File: config.mk
export PLATFORM = sky130hd
export DESIGN_NAME = rr_arbiter_8
export DESIGN_NICKNAME = d
export VERILOG_FILES = /design/src/rtl/rr_arbiter_8.sv
export SDC_FILE = /design/constraint.sdc
export NUM_CORES = 1
export LEC_CHECK = 0
export ABC_AREA = 1
export CORE_MARGIN = 8
export CORE_UTILIZATION = 48
export CTS_CLUSTER_SIZE = 30
export DETAILED_ROUTE_END_ITERATION = 10
export MAX_ROUTING_LAYER = met4
export PLACE_DENSITY = 0.72
export SETUP_SLACK_MARGIN = 0.05
export SYNTH_ARGS = -nofsm -noshare
export SYNTH_HDL_FRONTEND = slang
export SYNTH_SLANG_ARGS = --single-unit
export TNS_END_PERCENT = 100
File: constraint.sdc
create_clock -name clk -period 2.39 [get_ports clk]
set_input_delay 0.5975 -clock clk [delete_from_list [all_inputs] [get_ports clk]]
set_output_delay 0.5975 -clock clk [all_outputs]
set_load 0.01 [all_outputs]
File: src/rtl/rr_arbiter_8.sv
// Round-robin arbiter: 8 requesters share one resource, grant held until release.
// Optional forced revocation after MAX_GRANT cycles when ARB_TIMEOUT_EN is defined.
module rr_arbiter_8 #(
    parameter int NUM_REQ   = 8,
    parameter int IDW       = 3,
    parameter int MAX_GRANT = 16
) (
    input  logic               clk,
    input  logic               rst,
    input  logic [NUM_REQ-1:0] req,
    output logic [NUM_REQ-1:0] grant,
    output logic [IDW-1:0]     grant_id,
    output logic               valid,
    output logic               timeout
);

    typedef enum logic {
        IDLE  = 1'b0,
        GRANT = 1'b1
    } state_t;

    state_t             state_q, state_d;
    logic [IDW-1:0]     ptr_q, ptr_d;
    logic [NUM_REQ-1:0] grant_q, grant_d;
    logic [IDW-1:0]     grant_id_q, grant_id_d;
    logic               valid_q, valid_d;
    logic [IDW-1:0]     winner;

    // First set bit of r scanning upward from p with wrap-around.
    function automatic logic [IDW-1:0] pick_winner(input logic [NUM_REQ-1:0] r,
                                                   input logic [IDW-1:0]     p);
        logic [IDW-1:0] idx;
        logic [IDW-1:0] sel;
        logic           found;
        sel   = p;
        found = 1'b0;
        for (int i = 0; i < NUM_REQ; i++) begin
            idx = p + IDW'(i);
            if (!found && r[idx]) begin
                sel   = idx;
                found = 1'b1;
            end
        end
        return sel;
    endfunction

    assign winner = pick_winner(req, ptr_q);

`ifdef ARB_TIMEOUT_EN
    localparam logic [7:0] HOLD_LIMIT = 8'(MAX_GRANT - 1);

    logic [7:0] cnt_q, cnt_d;
    logic       timeout_q, timeout_d;

    always_comb begin
        state_d    = state_q;
        ptr_d      = ptr_q;
        grant_d    = grant_q;
        grant_id_d = grant_id_q;
        valid_d    = valid_q;
        cnt_d      = cnt_q;
        timeout_d  = 1'b0;
        case (state_q)
            IDLE: begin
                if (|req) begin
                    grant_d         = '0;
                    grant_d[winner] = 1'b1;
                    grant_id_d      = winner;
                    valid_d         = 1'b1;
                    cnt_d           = 8'd0;
                    state_d         = GRANT;
                end
            end
            GRANT: begin
                // A voluntary release wins over a limit hit on the same cycle.
                if (!req[grant_id_q]) begin
                    grant_d = '0;
                    valid_d = 1'b0;
                    ptr_d   = grant_id_q + IDW'(1);
                    state_d = IDLE;
                end else if (cnt_q == HOLD_LIMIT) begin
                    grant_d   = '0;
                    valid_d   = 1'b0;
                    ptr_d     = grant_id_q + IDW'(1);
                    timeout_d = 1'b1;
                    state_d   = IDLE;
                end else begin
                    cnt_d = cnt_q + 8'd1;
                end
            end
            default: state_d = IDLE;
        endcase
    end

    always_ff @(posedge clk) begin
        if (rst) begin
            cnt_q     <= 8'd0;
            timeout_q <= 1'b0;
        end else begin
            cnt_q     <= cnt_d;
            timeout_q <= timeout_d;
        end
    end

    assign timeout = timeout_q;
`else
    always_comb begin
        state_d    = state_q;
        ptr_d      = ptr_q;
        grant_d    = grant_q;
        grant_id_d = grant_id_q;
        valid_d    = valid_q;
        case (state_q)
            IDLE: begin
                if (|req) begin
                    grant_d         = '0;
                    grant_d[winner] = 1'b1;
                    grant_id_d      = winner;
                    valid_d         = 1'b1;
                    state_d         = GRANT;
                end
            end
            GRANT: begin
                if (!req[grant_id_q]) begin
                    grant_d = '0;
                    valid_d = 1'b0;
                    ptr_d   = grant_id_q + IDW'(1);
                    state_d = IDLE;
                end
            end
            default: state_d = IDLE;
        endcase
    end

    assign timeout = 1'b0;
`endif

    always_ff @(posedge clk) begin
        if (rst) begin
            state_q    <= IDLE;
            ptr_q      <= '0;
            grant_q    <= '0;
            grant_id_q <= '0;
            valid_q    <= 1'b0;
        end else begin
            state_q    <= state_d;
            ptr_q      <= ptr_d;
            grant_q    <= grant_d;
            grant_id_q <= grant_id_d;
            valid_q    <= valid_d;
        end
    end

    assign grant    = grant_q;
    assign grant_id = grant_id_q;
    assign valid    = valid_q;

`ifndef SYNTHESIS
    a_max_grant_range: assert property (@(posedge clk) MAX_GRANT >= 2 && MAX_GRANT <= 255);
    a_grant_onehot0:   assert property (@(posedge clk) disable iff (rst) $onehot0(grant_q));
    a_valid_matches:   assert property (@(posedge clk) disable iff (rst) valid_q == (|grant_q));
    a_id_matches:      assert property (@(posedge clk) disable iff (rst) !valid_q || grant_q[grant_id_q]);
`endif

endmodule

==> metrics.log <==
INFO  metric clkSinkCount = 16
INFO  metric synth.avg_cell_area = 6.100 um2
INFO  metric max_cap_viol = 0
INFO  metric layout_commonest_cell = sky130_fd_sc_hd__nand2_1
INFO  metric setup_viol = 0
INFO  metric netSwitchingFraction = 52.31%
INFO  metric crit_path_start_kind = flop
INFO  metric row_count = 20
INFO  metric postSynthNetCount = 254
INFO  metric grt_pass1_wl = 6927 um
INFO  metric maximum_count_of_clock_buffers_along_a_single_path = 2
INFO  metric drive_gt1_share = 34.68%
INFO  metric path_clk_slew = 90 ps
INFO  metric top_level_ports = 23
INFO  metric dr_total_vias = 1,719
INFO  metric ffs_w_async_s_r_synth = 0%
INFO  metric combinationalPowerShare = 81.7%
INFO  metric gp_congestion = 0.9121
INFO  metric area_delta_synth_final = 47.83%
INFO  metric synth_sequential_area_ratio = 21.79%
INFO  metric final_net_count = 311
INFO  metric grtUsageMet1 = 20.19%
INFO  metric r2r_slack = 90 ps
INFO  metric floorplan.initialDensity = 49.37%
INFO  metric cp-startpoint = ptr_q[1]
INFO  metric cts_root_buf = sky130_fd_sc_hd__clkbuf_4
INFO  metric die_area = 0.005089 mm2
INFO  metric pre_cts_ws = -318.7 ps
INFO  metric yosys-top-cells-area = sky130_fd_sc_hd__dfxtp_1, sky130_fd_sc_hd__nand2_1, sky130_fd_sc_hd__nand3_1, sky130_fd_sc_hd__a21oi_1, sky130_fd_sc_hd__inv_1
INFO  metric hold_viol = 0
INFO  metric setup.worst_path.end_class = flop
INFO  metric die-height = 71.34 um
INFO  metric buffer_ports.inserted = 21
INFO  metric setup.worst_path.class = flop to flop
INFO  metric place_hpwl = 3241 um
INFO  metric synthDominantCellAreaShare = 21.79%
INFO  metric tritoncts.num_buffers = 3
INFO  metric gr-max-usage-layer = met2
INFO  metric p_sw = 1.768 mW
INFO  metric layout_setup_ws = 86.85 ps
INFO  metric final.setup_skew = 0.5469 ps
INFO  metric clk_latency = 280 ps
INFO  metric clock_tree_from_tritoncts = built
INFO  metric power.share.clock = 5.2%
INFO  metric clock.fmax = 434.2 MHz
INFO  metric routed_wirelength = 4270 um
INFO  metric layout_min_cycle_time = 2303 ps
INFO  metric cts_hold_buf = 0
INFO  metric antenna-diode-count = 0
INFO  metric ys.warnings.count = 0
INFO  metric cp_data_arrival_time = 2520 ps
INFO  metric status = finished clean
INFO  metric initialDrtViolationCount = 134
INFO  metric core_area = 0.002978 mm2
INFO  metric via_count_of_the_first_global_routing_pass = 1,567
INFO  metric hold_slack = 466.0 ps
INFO  metric timing.final.max_slew_violations = 0
INFO  metric seqPwrFrac = 13.2%
INFO  metric rsz_0062_raised_after_global_routing = yes
INFO  metric worstPathMaxFanout = 6
INFO  metric mappedNetlistArea = 0.001470 mm2
INFO  metric post_drt_wl_per_cell = 12.94 um
INFO  metric globalRoute.totalOverflow = 0
INFO  metric antenna_violations_before_repair = 0
INFO  metric hold_path_startpoint = grant[3]
INFO  metric critical_path_required = 2600 ps
INFO  metric grt_util_met3 = 1.674%
INFO  metric ir_worst_vdd = 806.0 uV
INFO  metric timing.hold.worst.class = flop to flop
INFO  metric number_of_drc_violations_after_detailed_routing = 0
INFO  metric detailedRoute.firstPassIterationCount = 4
INFO  metric final_cell_mix = sky130_fd_sc_hd__nand2_1, sky130_fd_sc_hd__nand3_1, sky130_fd_sc_hd__buf_4
INFO  metric cts_htree_levels = 1
INFO  metric yosys_register_bits = 16
INFO  metric synth_cells = 241
INFO  metric totalNegativeSetupSlack = 0 ps
INFO  metric total_power = 3.379 mW
INFO  metric cell_internal_pwr = 1.611 mW
INFO  metric worstReg2RegStart = ptr_q[1]
INFO  metric final_clock_period_utilization_by_the_worst_path = 96.37%
INFO  metric grt_util_all_layers = 16.66%
INFO  metric vias_per_cell = 5.209
INFO  metric post-synth-top-area-cell = sky130_fd_sc_hd__dfxtp_1
INFO  metric power.static_leakage = 1.029 nW
INFO  metric synth.distinct_cells = 31
INFO  metric postSynth.topFlopCell = sky130_fd_sc_hd__dfxtp_1
INFO  metric pin_count_of_the_biggest_net_entering_global_routing = 13
INFO  metric floorplan.die.width = 71.34 um
INFO  metric post-route-util = 72.98%
INFO  metric grt.met2_usage = 28.37%
INFO  metric power-per-cell-area = 1555 mW/mm2
INFO  metric number_of_enable_type_register_cells_in_the_synthesized_netlist = 0
INFO  metric antenna_left = 0
==> worst max-delay path, stage by stage, from the launching register on <==
cell and delay (ps):
sky130_fd_sc_hd__dfxtp_2 340, sky130_fd_sc_hd__inv_2 50, sky130_fd_sc_hd__ha_4 280, sky130_fd_sc_hd__inv_6 90, sky130_fd_sc_hd__nand3_2 90, sky130_fd_sc_hd__nand2_2 80, sky130_fd_sc_hd__nand2_1 70, sky130_fd_sc_hd__nand2_2 110
sky130_fd_sc_hd__nand3_2 100, sky130_fd_sc_hd__nor2_4 120, sky130_fd_sc_hd__buf_4 120, sky130_fd_sc_hd__o21ai_0 80, sky130_fd_sc_hd__nand3_1 90, sky130_fd_sc_hd__nand2_1 50, sky130_fd_sc_hd__nand2_1 70, sky130_fd_sc_hd__nand3_1 90
sky130_fd_sc_hd__nand2_2 130, sky130_fd_sc_hd__nand3_1 100, sky130_fd_sc_hd__a21oi_1 150
==> cell families (layout without fill, tap and decap cells) <==
| logic type | after synthesis | in the layout | synth area share [%] |
|---|---|---|---|
| fa+ha+maj | 3 | 3 | 2.553 |
| other cells | 1 | 1 | 0.2551 |
| flops | 16 | 16 | 21.79 |
| xor+xnor | 5 | 5 | 4.767 |
| simple gates | 160 | 160 | 51.32 |
| compound gates | 27 | 27 | 10.72 |
| buf+inv | 29 | 85 | 8.595 |
==> per-stage QoR <==
stage          instance area [um2]  instances
5_1_grt                       2173        330
3_5_place_dp                  1904        319
2_1_floorplan                 1470        241
3_3_place_gp                  1904        319
4_1_cts                       2003        324
6_report                      2173        330
==> cells in the mapped netlist (2+ instances only) <==
cell	count
sky130_fd_sc_hd__nand2_1	79
sky130_fd_sc_hd__nand3_1	51
sky130_fd_sc_hd__dfxtp_1	16
sky130_fd_sc_hd__inv_1	16
sky130_fd_sc_hd__a21oi_1	14
sky130_fd_sc_hd__nand2_2	9
sky130_fd_sc_hd__nor2_1	8
sky130_fd_sc_hd__inv_2	7
sky130_fd_sc_hd__o21ai_0	7
sky130_fd_sc_hd__nand3_2	4
sky130_fd_sc_hd__ha_1	3
sky130_fd_sc_hd__xor2_1	3
sky130_fd_sc_hd__buf_4	2
sky130_fd_sc_hd__nand2_4	2
sky130_fd_sc_hd__nor2_2	2
sky130_fd_sc_hd__nor2_4	2
sky130_fd_sc_hd__nor4_1	2
==> state kept, by name, indices dropped and copies added, names as in the netlist <==
| register | count |
|---|---|
| ptr_q | 3 |
| grant | 8 |
| valid | 1 |
| state_q | 1 |
| grant_id | 3 |
==> routing by layer <==
layer	routed length (um)	part of all wire, %
met4	22	0.52
met1	1955	46
met3	113	2.6
met5	0	0
met2	2178	51
==> final timing paths <==
check	to	cells past startpoint
worst min register to register	grant[3]	2
worst min-delay path	grant[3]	2
worst max-delay path	grant[0]	18
worst max register to register	grant[0]	18
==> timing repair <==
action | in CTS | in global routing
setup endpoints to repair | 8 | 11
pin swaps | 8 | 11
gates resized for setup | 23 | 31
setup buffers | 1 | 6
==> area by class of cell <==
| cell class | instances | area [um2] |
|---|---|---|
| multi-input cells | 196 | 1195 |
| fillers | 244 | 804.5 |
| repair buffers | 57 | 478.0 |
| flip-flops and latches | 16 | 324.1 |
| inverters | 24 | 98.84 |
| well taps | 33 | 41.29 |
| clock buffers | 4 | 36.28 |
==> power groups by stage <==
stage / combinational [mW] / sequential (mW) / clock [mW]
after CTS: 2.41 / 0.439 / 0.177
after floorplan: 1.49 / 0.461 / 0
after detailed placement: 2.25 / 0.444 / 0
final: 2.76 / 0.446 / 0.174
after global routing: 2.99 / 0.457 / 0.188
after global placement: 2.23 / 0.444 / 0
No activity file was read; power rests on OpenSTA's default activity.
